## src/rtl/wb_regfile.sv

```systemverilog
// Writeback-stage register file: 32 x 32-bit, r0 hardwired to zero, two
// combinational read ports with same-cycle write bypass, plus commit
// statistics (write count, last destination, last data).
module wb_regfile (
  input  logic        clk,
  input  logic        rst,
  input  logic        RegW_enable_W,
  input  logic        Result_src_W,
  input  logic [31:0] ALU_result_W,
  input  logic [31:0] mem_read_W,
  input  logic [4:0]  RDadd_W,
  input  logic [4:0]  rs1_addr,
  input  logic [4:0]  rs2_addr,
  output logic [31:0] rs1_data,
  output logic [31:0] rs2_data,
  output logic [31:0] result_W,
  output logic [31:0] wr_count,
  output logic [4:0]  last_rd,
  output logic [31:0] last_data
);

  logic [31:0] regs_q [32];
  logic [31:0] wr_count_q;
  logic [4:0]  last_rd_q;
  logic [31:0] last_data_q;
  logic        commit;

  // Writeback mux and commit qualification; writes to r0 are dropped.
  always_comb begin
    result_W = Result_src_W ? mem_read_W : ALU_result_W;
    commit   = RegW_enable_W && (RDadd_W != 5'd0);
  end

  // Array and statistics update; reset has priority so nothing commits while rst is high.
  always_ff @(posedge clk or posedge rst) begin
    if (rst) begin
      for (int i = 0; i < 32; i++) begin
        regs_q[i] <= '0;
      end
      wr_count_q  <= '0;
      last_rd_q   <= '0;
      last_data_q <= '0;
    end else if (commit) begin
      regs_q[RDadd_W] <= result_W;
      wr_count_q      <= wr_count_q + 32'd1;
      last_rd_q       <= RDadd_W;
      last_data_q     <= result_W;
    end
  end

  // Read ports: r0 reads zero, then same-cycle bypass of the pending write, then the array.
  always_comb begin
    rs1_data = regs_q[rs1_addr];
    if (rs1_addr == 5'd0) begin
      rs1_data = '0;
    end else if (RegW_enable_W && (RDadd_W == rs1_addr)) begin
      rs1_data = result_W;
    end

    rs2_data = regs_q[rs2_addr];
    if (rs2_addr == 5'd0) begin
      rs2_data = '0;
    end else if (RegW_enable_W && (RDadd_W == rs2_addr)) begin
      rs2_data = result_W;
    end
  end

  // Statistics outputs.
  always_comb begin
    wr_count  = wr_count_q;
    last_rd   = last_rd_q;
    last_data = last_data_q;
  end

endmodule

```

## config.mk

```make
export PLATFORM = sky130hd
export DESIGN_NAME = wb_regfile
export DESIGN_NICKNAME = d
export VERILOG_FILES = /design/src/rtl/wb_regfile.sv
export SDC_FILE = /design/constraint.sdc
export NUM_CORES = 2
export LEC_CHECK = 0
export CAP_MARGIN = 20
export CORE_AREA = 8 8 372 374
export CTS_CLUSTER_DIAMETER = 50
export DETAILED_ROUTE_END_ITERATION = 8
export DIE_AREA = 0 0 380 382
export SLEW_MARGIN = 10
export SYNTH_ARGS = -nofsm -noshare
export SYNTH_HDL_FRONTEND = slang
export SYNTH_SLANG_ARGS = --single-unit
export TNS_END_PERCENT = 20
```

## constraint.sdc

```tcl
create_clock -name clk -period 116.6 [get_ports clk]
set_clock_uncertainty 0.15 [all_clocks]
set_input_delay 23.32 -clock clk [delete_from_list [all_inputs] [get_ports clk]]
set_output_delay 23.32 -clock clk [all_outputs]
set_load 0.01 [all_outputs]
```

* After elaboration in Yosys (flattened, before gate mapping)
Index checks and enable logic that the tools add are counted.
** Word-level totals
- Register bits after elaboration :: 1093
- Bits in latches :: 0
- Bits in writable memories :: 0
- Memory bits (read-only) :: 0
- Bits of input ports :: 83
- Output and inout bits :: 165
- Word-level logic and storage cells :: 66
- Memories kept :: 0
** Operators by class
- $add $sub $neg :: 1
- Multipliers :: 0
- Divide/modulo/power cells :: 0
- Magnitude comparators :: 4
- Equal/unequal tests :: 2
- Shift-type cells :: 0
- Multiplexer cells :: 14
- Bitwise gates (word level) :: 3
- Reductions and logical operators :: 7
** Operators by type and width (number)
- 1024-bit bitwise mux :: 1
- 32-bit binary-select mux with 5-bit select :: 2
- 32-bit two-way mux :: 10
- 32-bit demux with 5-bit select :: 1
- 32-bit by 1-bit adder with 32-bit output (second input constant) :: 1
- 6-bit >= comparator (second input constant) :: 3
- 5-bit NOT with 6-bit output :: 3
- 5-bit equality test :: 2
- 5-bit zero test :: 2
- 6-bit by 1-bit < comparator with 1-bit output (second input constant) :: 1
- 5-bit nonzero test :: 1
- 1-bit logical AND :: 4

* Logic depth before layout (Yosys ltp)
- Depth after elaboration :: 6
- Mapped depth :: 10
- Gate-level depth less buffers :: 5

* Worst setup path before layout
No wires, ideal clock.
- Path kind :: input to output
- From :: input port rs2_addr[0]
- To :: output port rs2_data[25]
- Data arrival time :: 25.098 ns
- Required time :: 93.130 ns
- Slack :: 68.032 ns
- Stages on the path :: 9
- Path buffers :: 4
- Cells stage by stage :: buf_4 buf_6 buf_4 buf_2 mux4_2 mux2i_1 o22ai_1 a21oi_1 a21oi_1
** Between the ends
- Cells in the longest elaborated chain, start to end :: 6
- Elaborated cells between the ends (all ways) :: 9
- Those cells by class :: eq/ne: 1; mux: 5; bitwise: 1; reduce/logical: 2
** RTL lines
- start, declared :: RTL line 13 : input logic [4:0] rs2_addr,
- 5-bit NOT with 6-bit output (implied by the code) :: RTL line 60 : rs2_data = regs_q[rs2_addr];
- 32-bit binary-select mux with 5-bit select :: RTL line 60
- 32-bit two-way mux (implied by the code) (2 in series) :: RTL line 60
- 32-bit two-way mux :: RTL line 63 : end else if (RegW_enable_W && (RDadd_W == rs2_addr)) begin
- 32-bit two-way mux * :: RTL line 61 : if (rs2_addr == 5'd0) begin
- end, declared :: RTL line 15 : output logic [31:0] rs2_data,
Mark *: on every way between the ends. The rest lies on a longest branch, timed or not. The select of a mux whose other input is x is not followed.

* Worst setup path after layout
- From :: input port rs2_addr[0]
- To :: output port rs2_data[11]
The elaborated chain is that of the path after synthesis.

==> results.yml <==
outcome:
  status: "finished clean"
floorplanning:
  die-area_mm2: 0.1452
  die_h_um: 382
  start_util_pct: 42.58
  core_mm2: 0.1325
  fp.dieW_um: 380
  rows: 134
  ios: 248
timing:
  whs_ns: 0.2430
  worst_pin_slew_ns: 1.426
  setup_viol: 0
  hold_viol_final: 0
  fmax_mhz: 19.35
  relSlewSlack_pct: 4.952
  post-route-min-period_ns: 51.68
  maxSlewViolCount: 0
  final.setup.tns_ns: 0
  fin_crit_sh_pct: 44.33
  rsz0062_at_grt: "no"
  layout_setup_ws_ns: 64.92
place:
  place.gp.congestion: 0.8563
  pre_cts_slack_ns: 64.77
  hpwl_um: 114300
  port_buffers: 247
  dpl_cell_area_mm2: 0.06027
synth:
  ys_warn_count: 0
  avgSynthCellArea_um2: 11.08
  synth_flop_cell: "dfrtp_1"
  ys_types: 64
  synth_edf_count: 0
  synth-seq-cells: 1093
  ys_seq_area_share_pct: 48.50
  synth.cell_area_mm2: 0.05640
  syn_nets: 5173
  ys_async_sr_fraction_pct: 100.0
  syn_inst: 5089
power:
  p_per_area_mw_per_mm2: 18.17
  p_clk_share_pct: 34.1
  netSwitchingFraction_pct: 29.76
  leakage_nw: 27.27
  pwr-share-comb_pct: 21.9
  ir_drop_uv: 14.39
  seq_power_share_pct: 44.0
  p_int_mw: 0.8242
  finalPower_mw: 1.174
  netSwitchingPower_mw: 0.3493
clock_network:
  clkTransAtPathRegs_ns: 0.06
  cts.htree.levels: 3
  cts_root_buf: "clkbuf_16"
  cts_buffers: 119
  cts.sinks: 1093
  tritoncts: "yes"
  cts.hold.buffers_added: 0
  cts_setup_buffers: 0
  clockBufferDepth: 3
  worst_skew_pair.late_latency_ns: 0.74
  cts_resized: 0
global_routing:
  grt_first_pass_wirelength_um: 295400
  grt_usage_pct: 27.01
  antenna_found_initial: 9
  grt_max_degree: 188
  grt_pass1_vias: 42510
  overflow: 0
critical_path:
  worstSetupPathType: "in -> out"
  cpMostUsedCell: "buf_4"
  cpPeakStageDelay_ns: 0.86
  crit_arrival_ns: 28.21
  cp_slowest_cell: "nor2_1"
  cp.required_ns: 93.13
  crit_path_end_kind: "output pin"
  crit_path_max_fanout: 68
  start_kind: "primary input"
  path_cells: "buf_8, buf_4, buf_4, nor4_4, nor2_1, or4b_1, o211ai_1, clkdlybuf4s50_1"
drt:
  initialDrtViolationCount: 4949
  num_vias: 42961
  drt_wl_total_um: 199200
  drt-wirelength-per-cell_um: 28.79
  dr.pass1.iters: 6
  ant_nets: 0
  post-route-drc-count: 0
  viasPerCell: 6.208
final_layout:
  drive_gt1_share_pct: 19.13
  final_nets: 5132
  fillers: 11860
  area_delta_synth_final_pct: 14.53
  final_cell_area_mm2: 0.06459
hold_path:
  holdCritPathClass: "reg -> reg"
job:
  maxCapViolCount: 0
-- area by class of cell --
| type | count | area, um^2 | area share (%) |
|---|---|---|---|
| Sequential cell | 1093 | 27350 | 42.35 |
| Multi-Input combinational cell | 3420 | 27110 | 41.97 |
| Timing Repair Buffer | 372 | 3578 | 5.540 |
| Clock buffer | 161 | 3431 | 5.312 |
| Tap cell | 1768 | 2212 | 3.425 |
| Clock inverter | 62 | 732.0 | 1.133 |
| Inverter | 42 | 172.7 | 0.2673 |
| Antenna cell | 2 | 5.005 | 0.007749 |
-- per-layer routing --
layer | wire length (um) | part of all wire [%] | global-route usage [%] | up-vias
li1 | - | - | - | 18404
met4 | 10130 | 5.1 | 12.23 | 4
met2 | 90370 | 45 | 42.17 | 2237
met5 | 34 | 0.017 | 0 | -
met3 | 18400 | 9.2 | 5.378 | 477
met1 | 80280 | 40 | 36.68 | 21839
-- registers in the layout (all words and copies together) (netlist names) --
| name | count |
|---|---|
| last_rd | 5 |
| last_data | 32 |
| wr_count | 32 |
| regs_q | 1024 |
-- path summary, 6_finish.rpt --
check	from	endpoint	slack (ns)	depth (start not counted)
worst max-delay path	rs2_addr[0]	rs2_data[11]	64.92	8
worst min-delay path	regs_q[1000]$_DFFE_PP0P_	regs_q[1000]$_DFFE_PP0P_	0.24	0
worst max register to register	wr_count[3]$_DFFE_PP0P_	wr_count[28]$_DFFE_PP0P_	114.22	5
worst min register to register	regs_q[1000]$_DFFE_PP0P_	regs_q[1000]$_DFFE_PP0P_	0.24	0
max in group asynchronous	rst	regs_q[986]$_DFFE_PP0P_	90.19	5
min in group asynchronous	rst	regs_q[805]$_DFFE_PP0P_	22.97	2
-- worst max-delay path: cells and delay by family --
kind | cells | cell delay [ns]
compound gates | 1 | 0.33
buf+inv | 4 | 2.85
simple gates | 3 | 1.64
-- per-stage QoR --
| stage | instances | utilization [%] |
|---|---|---|
| after global placement | 6686 | 45.48 |
| after detailed placement | 6688 | 45.50 |
| final | 6920 | 48.76 |
| after CTS | 6911 | 48.64 |
| after floorplan | 5089 | - |
| after global routing | 6918 | 48.76 |
-- placed cells by master (no fill, tap or decap), types with 9 or more instances in the layout --
master           instances
mux2i_1                186
a21oi_1                423
bufinv_16               13
a221oi_1                43
o22ai_1                 76
clkbuf_1                17
clkbuf_16              123
xor2_1                  15
a22o_1                  19
mux4_2                 463
xnor2_1                 26
clkinv_4                 9
clkinv_2                20
mux2i_4                 25
nor2_4                  16
o21ai_1                  9
nor3_1                  10
dfrtp_1               1093
nand2_4                 12
a221o_1                 36
mux2_2                  87
a211oi_1                 9
clkbuf_8                21
nand2_1                697
clkdlybuf4s50_1        237
clkinvlp_4              12
nand4_1                  9
o21ai_0                664
buf_4                  115
nand3_1                 22
inv_1                   38
nor2_1                 426
-- power groups by stage --
stage                     Clock (mW)  Sequential, mW  Combinational, mW
after floorplan                    0           0.503              0.184
after global placement             0           0.516              0.249
after detailed placement           0           0.520              0.255
after CTS                      0.405           0.513              0.256
after global routing           0.419           0.525              0.281
final                          0.401           0.516              0.257
-- synthesized netlist by cell type (28+ instances only) --
master,n,area (um^2)
clkbuf_1,383,1438
mux4_2,463,10430
mux2_2,87,979.7
o21ai_0,665,3328
nand2_1,710,2665
o22ai_1,76,475.5
inv_1,39,146.4
a221oi_1,43,376.6
mux2i_1,218,2182
nor2_1,445,1670
buf_4,28,210.2
dfrtp_1,1093,27350
buf_2,73,365.4
a21oi_1,423,2117
a221o_1,36,360.4
-- cell families (layout without fill, tap and decap cells) --
group | after synthesis | count (layout) | share of synthesized area [%]
AO/OA/AOI/OAI | 1339 | 1339 | 13.19
AND/OR/NAND/NOR | 1271 | 1271 | 8.981
buffers and inverters | 576 | 637 | 4.581
XOR/XNOR | 41 | 41 | 0.6367
adder cells (fa/ha/maj) | 1 | 1 | 0.02218
multiplexers | 768 | 768 | 24.10
flip-flops | 1093 | 1093 | 48.50
other | 0 | 2 | 0
No activity file was read; power rests on OpenSTA's default activity.
